## src/rtl/uart_tx_fifo.sv

```systemverilog
// uart_tx_fifo: UART transmitter fed by a FIFO with a valid/ready write port, runtime parity, 5..9 data bits.
// Latency: a word accepted on edge E into an empty, idle transmitter drives the start bit from edge E+1.
// Backpressure: tx_ready is low only while the FIFO holds FIFO_DEPTH words (registered state, no pop path).
// Optional feature macro UART_TX_BREAK_EN adds tx_break (line held low between frames while asserted).
module uart_tx_fifo #(
    parameter int CLKS_PER_BIT = 434,
    parameter int DATA_BITS    = 8,
    parameter int STOP_BITS    = 1,
    parameter int FIFO_DEPTH   = 4
) (
    input  logic                              sys_clk,
    input  logic                              rst,
    input  logic [DATA_BITS-1:0]              tx_data_in,
    input  logic                              tx_valid,
    output logic                              tx_ready,
    input  logic                              parity_en,
    input  logic                              even_odd,
`ifdef UART_TX_BREAK_EN
    input  logic                              tx_break,
`endif
    output logic [$clog2(FIFO_DEPTH+1)-1:0]   fifo_level,
    output logic                              busy,
    output logic                              serial_out
);

    localparam int LVL_W = $clog2(FIFO_DEPTH + 1);
    localparam int PTR_W = $clog2(FIFO_DEPTH);
    localparam int CNT_W = $clog2(STOP_BITS * CLKS_PER_BIT);
    localparam int BIT_W = $clog2(DATA_BITS);

    localparam logic [CNT_W-1:0] BIT_LAST  = CNT_W'(CLKS_PER_BIT - 1);
    localparam logic [CNT_W-1:0] STOP_LAST = CNT_W'(STOP_BITS * CLKS_PER_BIT - 1);
    localparam logic [BIT_W-1:0] DATA_LAST = BIT_W'(DATA_BITS - 1);
    localparam logic [LVL_W-1:0] LVL_FULL  = LVL_W'(FIFO_DEPTH);

    localparam logic [2:0] ST_IDLE   = 3'd0;
    localparam logic [2:0] ST_START  = 3'd1;
    localparam logic [2:0] ST_DATA   = 3'd2;
    localparam logic [2:0] ST_PARITY = 3'd3;
    localparam logic [2:0] ST_STOP   = 3'd4;
`ifdef UART_TX_BREAK_EN
    localparam logic [2:0] ST_BRK    = 3'd5;   // line held low
    localparam logic [2:0] ST_MARK   = 3'd6;   // one bit time of idle-high after a break
`endif

    // FIFO storage and bookkeeping
    logic [DATA_BITS-1:0] mem_q [FIFO_DEPTH];
    logic [PTR_W-1:0]     wr_ptr_q, rd_ptr_q;
    logic [LVL_W-1:0]     level_q;
    logic                 push, pop;

    // Frame state
    logic [2:0]           state_q, state_d;
    logic [CNT_W-1:0]     cnt_q, cnt_d;
    logic [BIT_W-1:0]     bit_q, bit_d;
    logic [DATA_BITS-1:0] shift_q, shift_d;
    logic                 par_en_q, par_en_d;
    logic                 par_bit_q, par_bit_d;
    logic                 ser_q, ser_d;
    logic                 bit_end;
    logic [DATA_BITS-1:0] head;

    assign tx_ready   = (level_q != LVL_FULL);
    assign push       = tx_valid && tx_ready;
    assign fifo_level = level_q;
    assign busy       = (state_q != ST_IDLE) || (level_q != '0);
    assign serial_out = ser_q;
    assign bit_end    = (cnt_q == BIT_LAST);
    assign head       = mem_q[rd_ptr_q];

    // FIFO data array; contents need no reset since the pointers define validity
    always_ff @(posedge sys_clk) begin
        if (push) begin
            mem_q[wr_ptr_q] <= tx_data_in;
        end
    end

    // FIFO pointers and occupancy; simultaneous push and pop keeps the level
    always_ff @(posedge sys_clk or posedge rst) begin
        if (rst) begin
            wr_ptr_q <= '0;
            rd_ptr_q <= '0;
            level_q  <= '0;
        end else begin
            if (push) wr_ptr_q <= wr_ptr_q + PTR_W'(1);
            if (pop)  rd_ptr_q <= rd_ptr_q + PTR_W'(1);
            case ({push, pop})
                2'b10:   level_q <= level_q + LVL_W'(1);
                2'b01:   level_q <= level_q - LVL_W'(1);
                default: level_q <= level_q;
            endcase
        end
    end

    // Frame sequencer: next state, baud/bit counters, and the registered line value
    always_comb begin
        state_d   = state_q;
        cnt_d     = cnt_q;
        bit_d     = bit_q;
        shift_d   = shift_q;
        par_en_d  = par_en_q;
        par_bit_d = par_bit_q;
        ser_d     = ser_q;
        pop       = 1'b0;
        case (state_q)
            ST_IDLE: begin
                ser_d = 1'b1;
`ifdef UART_TX_BREAK_EN
                if (tx_break) begin
                    state_d = ST_BRK;
                    ser_d   = 1'b0;
                end else
`endif
                if (level_q != '0) pop = 1'b1;
            end
            ST_START: begin
                if (bit_end) begin
                    state_d = ST_DATA;
                    ser_d   = shift_q[0];
                    cnt_d   = '0;
                    bit_d   = '0;
                end else begin
                    cnt_d = cnt_q + CNT_W'(1);
                end
            end
            ST_DATA: begin
                if (bit_end) begin
                    cnt_d = '0;
                    if (bit_q == DATA_LAST) begin
                        state_d = par_en_q ? ST_PARITY : ST_STOP;
                        ser_d   = par_en_q ? par_bit_q : 1'b1;
                    end else begin
                        bit_d   = bit_q + BIT_W'(1);
                        shift_d = shift_q >> 1;
                        ser_d   = shift_q[1];
                    end
                end else begin
                    cnt_d = cnt_q + CNT_W'(1);
                end
            end
            ST_PARITY: begin
                if (bit_end) begin
                    state_d = ST_STOP;
                    ser_d   = 1'b1;
                    cnt_d   = '0;
                end else begin
                    cnt_d = cnt_q + CNT_W'(1);
                end
            end
            ST_STOP: begin
                if (cnt_q == STOP_LAST) begin
                    // Back-to-back frames: go straight to the next start bit
                    if (level_q != '0) begin
                        pop = 1'b1;
                    end else begin
                        state_d = ST_IDLE;
                        ser_d   = 1'b1;
                    end
                end else begin
                    cnt_d = cnt_q + CNT_W'(1);
                end
            end
`ifdef UART_TX_BREAK_EN
            ST_BRK: begin
                if (!tx_break) begin
                    state_d = ST_MARK;
                    ser_d   = 1'b1;
                    cnt_d   = '0;
                end
            end
            ST_MARK: begin
                if (bit_end) begin
                    state_d = ST_IDLE;
                end else begin
                    cnt_d = cnt_q + CNT_W'(1);
                end
            end
`endif
            default: begin
                state_d = ST_IDLE;
                ser_d   = 1'b1;
            end
        endcase
        // A pop loads the word and freezes the parity settings for the whole frame
        if (pop) begin
            state_d   = ST_START;
            ser_d     = 1'b0;
            cnt_d     = '0;
            shift_d   = head;
            par_en_d  = parity_en;
            par_bit_d = even_odd ? ~^head : ^head;
        end
    end

    // Frame state registers; reset aborts any frame and returns the line high
    always_ff @(posedge sys_clk or posedge rst) begin
        if (rst) begin
            state_q   <= ST_IDLE;
            cnt_q     <= '0;
            bit_q     <= '0;
            shift_q   <= '0;
            par_en_q  <= 1'b0;
            par_bit_q <= 1'b0;
            ser_q     <= 1'b1;
        end else begin
            state_q   <= state_d;
            cnt_q     <= cnt_d;
            bit_q     <= bit_d;
            shift_q   <= shift_d;
            par_en_q  <= par_en_d;
            par_bit_q <= par_bit_d;
            ser_q     <= ser_d;
        end
    end

endmodule

```

## config.mk

```make
export PLATFORM = sky130hd
export DESIGN_NAME = uart_tx_fifo
export DESIGN_NICKNAME = d
export VERILOG_FILES = /design/src/rtl/uart_tx_fifo.sv
export SDC_FILE = /design/constraint.sdc
export NUM_CORES = 1
export LEC_CHECK = 0
export CAP_MARGIN = 20
export CORE_MARGIN = 10
export CORE_UTILIZATION = 29
export DETAILED_ROUTE_END_ITERATION = 10
export REMOVE_ABC_BUFFERS = 1
export SYNTH_ARGS = -nofsm -noshare
export SYNTH_HDL_FRONTEND = slang
export SYNTH_SLANG_ARGS = --single-unit
```

## constraint.sdc

```tcl
create_clock -name sys_clk -period 3.4 [get_ports sys_clk]
set_clock_uncertainty 0.05 [all_clocks]
set_input_delay 1.02 -clock sys_clk [delete_from_list [all_inputs] [get_ports sys_clk]]
set_output_delay 1.02 -clock sys_clk [all_outputs]
set_load 0.02 [all_outputs]
```

==> reports/qor.csv, run 1 <==
metric,value,unit
status,completed,
worstHoldStart,bit_q[0],
leakage,1.38,nW
cts.sink_count,65,
ant_nets,0,
dieArea,15000,um2
power_frac_seq,48.4,%
hold_path_class,reg2reg,
tightest_slew,0.622,ns
htreeDepth,3,
num_vias,1837,
synthCells,233,
io_pins,19,
place.gp.congestion,0.791,
hold_ws,0.453,ns
min_to,bit_q[0],
remaining_drc_errors,0,
netlist_area,3050,um2
post_drt_wl_per_cell,13.4,um
rsz0062_at_grt,false,
numPortBuffers,18,
grt_overflow,0,
min_period_over_period,83.2,%
max-cap-violations,0,
power-per-cell-area,572,nW/um2
die_h,123,um
swShare,28.5,%
n_antenna_cell,0,
fin_crit,2.83,ns
grt.total_usage,7.52,%
post-place-ws,0.497,ns
place_hpwl,3790,um
grt_max_degree,34,
cts_tree,yes,
placed_cells_incl_taps,383,
start_util,29.7,%
rr_startpoint,cnt_q[0],
core-area,10300,um2
setup_viol,0,
required,2.33,ns
cts_root_buf,clkbuf_8,
cts_setup_buffers,0,
crit_path_start_kind,flop,
slew_violations,0,
ctsHoldBuffers,0,
utilization,35.0,%
tns,0,ns
clk_pin_slew,0.08,ns
cts_buffers,9,
power.switching,0.585,mW
cts-resized-gates,0,
crit_path_max_fanout,5,
avgSynthCellArea,13.1,um2
synthToLayoutAreaGrowth,17.9,%
setup_slack,0.570,ns
synth_edf_count,32,
layoutNonFillerInstCount,399,
yosys_warnings,0,
drive_above_1_share,11.0,%
nets,281,
ys_seq_area_share,58.7,%
clk_latency,0.34,ns
r2r_slack,0.81,ns
pwr-share-comb,18.1,%
cts_buffer_depth,2,
async_flop_share,50.8,%
critPathCaptureType,output pin,
path_class,reg2out,
ys.flop_type,edfxtp_1,
timing.rr.end,fifo_level[2],
wl,5340,um
viasPerCell,4.60,
worst_hold_path.num_cells,1,
p_int,1.47,mW
grt_first_pass_wirelength,8930,um
arrival,1.76,ns
synth_cell_type_count,47,
antenna_found_initial,0,
firstDrtPassIters,4,
clockPowerShare,33.5,%
drt_iter0_drc,81,
reg2reg_depth,10,
max_slew_margin,58.6,%
fmax,353,MHz
final_cell_mix,"32 x dfrtp_1, 32 x edfxtp_1, 22 x nand2_1",
yosys_register_bits,65,
peakVddDrop,363,uV
grt_pass1_vias,1843,
finalHoldViolCount,0,
fp-row-count,37,
die_w,123,um
[flip-flops by register name (all words and copies together), names as in the netlist]
| register | flops |
|---|---|
| mem_q | 32 |
| cnt_q | 9 |
| shift_q | 8 |
| bit_q | 3 |
| fifo_level | 3 |
| state_q | 3 |
| rd_ptr_q | 2 |
| wr_ptr_q | 2 |
| par_bit_q | 1 |
| par_en_q | 1 |
| serial_out | 1 |
[metrics by stage]
stage / area (um2) / power (mW)
floorplan: 3010 / 1.25
detailed placement: 3380 / 1.39
global route: 3590 / 2.16
CTS: 3590 / 2.08
finish: 3590 / 2.05
global placement: 3380 / 1.38
[cell families after synthesis]
kind of cell	share of synthesized area [%]
flip-flops	58.7
AND/OR/NAND/NOR	9.73
AO/OA/AOI/OAI	8.50
XOR/XNOR	6.45
multiplexers	9.77
buffers and inverters	2.55
adder cells (fa/ha/maj)	4.35
[power by group through the flow]
stage                     Clock (mW)  Sequential [mW]  Combinational, mW
after floorplan                    0             1.02              0.233
after global placement             0             1.00              0.375
after detailed placement           0             1.01              0.380
after CTS                      0.704            0.995              0.381
after global routing           0.745             1.00              0.411
final                          0.688            0.993              0.372
[layout make-up]
cell class                      count  area (um2)
Clock buffer                        9         124
Clock inverter                      7        83.8
Fill cell                        1001        6690
Inverter                           10        37.5
Multi-Input combinational cell    151        1190
Sequential cell                    65        1790
Tap cell                          136         170
Timing Repair Buffer               21         203
[critical path, stage by stage (launching register included)]
cell,delay (ns)
dfrtp_1,0.43
nor3_1,0.31
nand3b_1,0.13
clkdlybuf4s50_1,0.55
[metal layers]
layer	track usage, %	up-vias	routed length [um]
li1	-	905	-
met1	8.98	900	2600
met2	12.2	24	2490
met3	1.93	8	151
met4	3.98	0	95
met5	0	-	0
[cell usage after synthesis, types with 2 or more instances]
cell type	n	area [um2]
o22ai_1	2	12.5
mux4_1	4	105
o21ai_0	14	70.1
a21oi_1	5	25.0
nand2_1	22	82.6
and3_1	5	31.3
mux2i_1	8	80.1
dfrtp_1	32	801
xor2_1	10	87.6
inv_1	10	37.5
ha_1	9	113
a22o_1	2	17.5
mux2_2	2	22.5
a211oi_1	2	15.0
buf_2	4	20.0
nor2_1	18	67.6
edfxtp_1	32	961
o2111ai_1	2	17.5
and2_1	4	25.0
nor3_1	6	30.0
o211ai_1	4	30.0
mux4_2	4	90.1
xnor2_1	8	70.1
[worst max path at each step]
stage	start	endpoint	slack, ns	cells past startpoint
finish	fifo_level[0]	busy	0.57	3
global route	state_q[2]	busy	0.49	2
CTS	fifo_level[0]	busy	0.55	3
detailed placement	tx_valid	fifo_level[2]	0.50	9
global placement	tx_valid	fifo_level[2]	0.56	9
floorplan	cnt_q[1]	fifo_level[2]	0.13	11
Note: power is estimated with default switching activity, not from simulation.
==> run 2, diff against run 1 <==
==> constraint.sdc (replaced) <==
create_clock -name sys_clk -period 2.3 [get_ports sys_clk]
set_clock_uncertainty 0.05 [all_clocks]
set_input_delay 0.69 -clock sys_clk [delete_from_list [all_inputs] [get_ports sys_clk]]
set_output_delay 0.69 -clock sys_clk [all_outputs]
set_load 0.02 [all_outputs]
==> run 2 against run 1 <==
Net effect:
- worst hold slack better by 0.0044 ns
- global-route usage increased by 0.41 points
- sequential power rose by 48%
- via count is 3.4% higher
- sequential share of layout area fell by 2.7 points
- critical path type unchanged
==> reports/qor.csv, run 2 (synthesis results as in run 1) <==
metric,value,unit
dieArea,15000,um2
fmax,447,MHz
grt_first_pass_wirelength,9490,um
slowest_stage,clkdlybuf4s50_1,
path_class,reg2out,
ctsHoldBuffers,0,
wl,5530,um
final_cell_mix,"32 x edfxtp_1, 31 x dfrtp_1, 27 x buf_4",
setup_viol,0,
status,completed,
post_drt_wl_per_cell,13.1,um
slowest_delay,0.61,ns
grt_max_degree,34,
leakage,1.51,nW
core-area,10300,um2
rsz0062_at_grt,true,
io_pins,19,
final_common_cell,edfxtp_1,
path_cells,clkdlybuf4s50_1,
fp-row-count,37,
synthToLayoutAreaGrowth,24.8,%
cp_num_buf_inv,1,
hold_ws,0.458,ns
fin_crit,2.24,ns
grt.total_usage,7.92,%
antenna_found_initial,0,
hold_path_class,reg2reg,
cts_buffers,9,
cts_root_buf,clkbuf_8,
firstDrtPassIters,4,
max_slew_margin,70.9,%
n_antenna_cell,0,
drive_above_1_share,20.9,%
start_util,29.7,%
placed_cells_incl_taps,406,
required,1.56,ns
regMostFlops,mem_q,
nets,305,
num_vias,1900,
clk_pin_slew,0.08,ns
tightest_slew,0.434,ns
slew_violations,0,
clk_latency,0.35,ns
grt_overflow,0,
place_hpwl,3960,um
max-cap-violations,0,
finalHoldViolCount,0,
critPathTopFamily,buffers and inverters,
drt_iter0_drc,73,
htreeDepth,3,
die_h,123,um
layoutNonFillerInstCount,423,
power,3.08,mW
utilization,37.0,%
critPathCaptureType,output pin,
numPortBuffers,18,
largest_reg_flops,32,
crit_path_start_kind,flop,
peakVddDrop,494,uV
ant_nets,0,
place.gp.congestion,0.838,
min_period_over_period,97.2,%
remaining_drc_errors,0,
viasPerCell,4.49,
crit_path_max_fanout,2,
cts_buffer_depth,2,
power-per-cell-area,810,nW/um2
grt_pass1_vias,1945,
cts.sink_count,65,
die_w,123,um
cts_tree,yes,
arrival,1.50,ns
reg.largest.list,"mem_q: 32 flops, cnt_q: 9 flops, shift_q: 8 flops",
[run 2: path summary, 6_finish.rpt]
kind,from,endpoint,slack [ns],cells past startpoint
max,serial_out,serial_out,0.06,1
min,serial_out,serial_out,0.46,2
max reg2reg,rd_ptr_q[0],par_bit_q,0.12,5
min reg2reg,serial_out,serial_out,0.46,2
max in group asynchronous,rst,rd_ptr_q[0],1.19,3
min in group asynchronous,rst,cnt_q[4],0.67,3
[run 2: worst register-to-register path, delay by kind of cell (launching register included)]
kind / cells / cell delay (ns)
xor gates and xnor gates: 3 / 0.72
muxes: 2 / 0.82
DFF: 1 / 0.48
[run 2: routing by layer]
metal  wire length, um  vias to the layer above  track usage [%]
met5                 0                        -                0
met4                54                        0             2.43
met3               174                        5             3.03
met2              2640                       25             12.4
met1              2660                      917             9.94
li1                  -                      953                -
[run 2: layout make-up]
type                            instances  area [um2]
Tap cell                              136         170
Inverter                               10        37.5
Sequential cell                        65        1790
Multi-Input combinational cell        151        1220
Timing Repair Buffer                   45         378
Fill cell                            1021        6470
Clock buffer                            9         124
Clock inverter                          7        85.1
[run 2: timing repair]
item,CTS,global route
resized for setup,6,8
setup endpoints to repair,4,3
setup buffers,1,0
pin swaps,2,5
[run 2: where the power goes]
part	switching (mW)	internal (mW)
logic	0.308	0.293
registers	0.0768	1.39
clock network	0.490	0.523
[run 2: through the flow]
stage	setup TNS, ns	worst slack (ns)	instance area, um2
2_1_floorplan	-4.17	-0.975	3010
3_3_place_gp	-0.112	-0.112	3560
3_5_place_dp	-0.178	-0.157	3560
4_1_cts	0	0.0144	3780
5_1_grt	-0.0125	-0.0125	3800
6_report	0	0.0637	3800
==> run 3, diff against run 2 <==
--- a/config.mk
+++ b/config.mk
@@ -6,9 +6,12 @@
 export NUM_CORES = 1
 export LEC_CHECK = 0
 export CAP_MARGIN = 20
+export CELL_PAD_IN_SITES_DETAIL_PLACEMENT = 1
+export CELL_PAD_IN_SITES_GLOBAL_PLACEMENT = 2
 export CORE_MARGIN = 10
 export CORE_UTILIZATION = 29
 export DETAILED_ROUTE_END_ITERATION = 10
+export PLACE_DENSITY_LB_ADDON = 0.1
 export REMOVE_ABC_BUFFERS = 1
 export SYNTH_ARGS = -nofsm -noshare
 export SYNTH_HDL_FRONTEND = slang
==> run 3 against run 2 <==
Net effect:
- die area unchanged
- design area up 0.43%
- sequential power about the same
- largest cell class unchanged
- combinational power down 3%
- core utilization up 0.16 points
- critical path type is now reg2reg
==> reports/qor.csv, run 3 (synthesis results as in run 1) <==
metric,value,unit
use_met1,12.5,%
regMostFlops,mem_q,
status,completed,
cts.sink_count,65,
final_cell_mix,"35 x buf_4, 32 x edfxtp_1, 31 x dfrtp_1",
hold_ws,0.454,ns
path_class,reg2reg,
grt_first_pass_wirelength,11200,um
drt_iter0_drc,77,
ant_nets,0,
pwr-share-comb,19.8,%
power-per-cell-area,770,nW/um2
io_pins,19,
htreeDepth,3,
n_antenna_cell,0,
hold_path_class,reg2reg,
fin_crit,2.23,ns
fp-row-count,37,
reg.largest.list,"mem_q: 32 flops, cnt_q: 9 flops, shift_q: 8 flops",
min_period_over_period,97.0,%
arrival,2.45,ns
finalHoldViolCount,0,
required,2.52,ns
grt_max_degree,34,
wl,6540,um
clk_latency,0.34,ns
top_usage_layer,met2,
final_common_cell,buf_4,
synthToLayoutAreaGrowth,25.4,%
place_hpwl,4790,um
die_h,123,um
num_vias,1959,
cts_tree,yes,
place.gp.congestion,0.742,
cts_buffers,9,
crit_path_max_fanout,2,
grt.total_usage,9.55,%
nets,313,
power.switching,0.864,mW
p_int,2.08,mW
drive_above_1_share,22.4,%
tightest_slew,0.454,ns
fmax,448,MHz
use_met2,14.4,%
numPortBuffers,18,
max-cap-violations,0,
tns,0,ns
cts_buffer_depth,2,
power_frac_seq,50.0,%
antenna_found_initial,0,
remaining_drc_errors,0,
grt_overflow,0,
firstDrtPassIters,4,
crit_path_start_kind,flop,
clockPowerShare,30.2,%
leakage,1.52,nW
cts_root_buf,clkbuf_8,
critPathCaptureType,flop,
clk_pin_slew,0.08,ns
die_w,123,um
met3_usage,2.53,%
ctsHoldBuffers,0,
largest_reg_flops,32,
max_slew_margin,69.7,%
post_drt_wl_per_cell,15.2,um
swShare,29.4,%
slew_violations,0,
rsz0062_at_grt,true,
setup_viol,0,
start_util,29.7,%
peakVddDrop,311,uV
core-area,10300,um2
dieArea,15000,um2
grt_pass1_vias,2177,
viasPerCell,4.55,
## run 3: what timing repair did
item | CTS | global route
buffers inserted | 0 | 4
setup endpoints to repair | 4 | 4
pin swaps | 1 | 5
resized for setup | 6 | 5
## run 3: worst paths after layout
kind / start / end / depth (start not counted) / slack, ns
setup / recovery: cnt_q[1] / fifo_level[2] / 11 / 0.07
hold / removal: bit_q[0] / bit_q[0] / 1 / 0.45
setup reg to reg: cnt_q[1] / fifo_level[2] / 11 / 0.07
hold reg to reg: bit_q[0] / bit_q[0] / 1 / 0.45
max in group asynchronous: rst / rd_ptr_q[0] / 3 / 1.15
min in group asynchronous: rst / cnt_q[6] / 3 / 0.70
## run 3: cell type report
| type | instances | area [um2] |
|---|---|---|
| clock buffers | 9 | 124 |
| clock inverters | 7 | 55.1 |
| fillers | 1125 | 6460 |
| inverters | 10 | 37.5 |
| multi-input cells | 151 | 1210 |
| flip-flops and latches | 65 | 1790 |
| well taps | 136 | 170 |
| repair buffers | 53 | 437 |
## run 3: per-layer routing
| layer | routed length, um | vias to the layer above |
|---|---|---|
| met3 | 160 | 10 |
| li1 | - | 971 |
| met1 | 3330 | 961 |
| met5 | 0 | - |
| met4 | 116 | 0 |
| met2 | 2930 | 17 |
## run 3: power groups by stage
stage | Clock, mW | Combinational (mW) | Sequential [mW]
2_1_floorplan | 0 | 0.344 | 1.50
3_3_place_gp | 0 | 0.604 | 1.49
3_5_place_dp | 0 | 0.605 | 1.50
4_1_cts | 0.933 | 0.603 | 1.48
5_1_grt | 0.996 | 0.659 | 1.50
6_report | 0.888 | 0.582 | 1.47
## run 3: critical path: stages, from the launching register on
cell and delay [ns]:
dfrtp_1 0.38, inv_1 0.06, ha_1 0.13, nand4b_1 0.12, or2_4 0.27, a21oi_4 0.17, ha_2 0.19, inv_1 0.05
fa_2 0.33, xor2_1 0.14, nor2_1 0.12, xor2_1 0.14
## run 3: through the flow
| stage | instances | utilization [%] | power [mW] | setup slack [ns] | cell area [um2] |
|---|---|---|---|---|---|
| CTS | 427 | 36.9 | 3.01 | 0.0296 | 3790 |
| global placement | 411 | 35.0 | 2.10 | -0.119 | 3590 |
| floorplan | 226 | - | 1.85 | -0.975 | 3010 |
| global route | 431 | 37.2 | 3.15 | -0.0473 | 3820 |
| detailed placement | 411 | 35.0 | 2.10 | -0.130 | 3590 |
| finish | 431 | 37.2 | 2.94 | 0.0685 | 3820 |
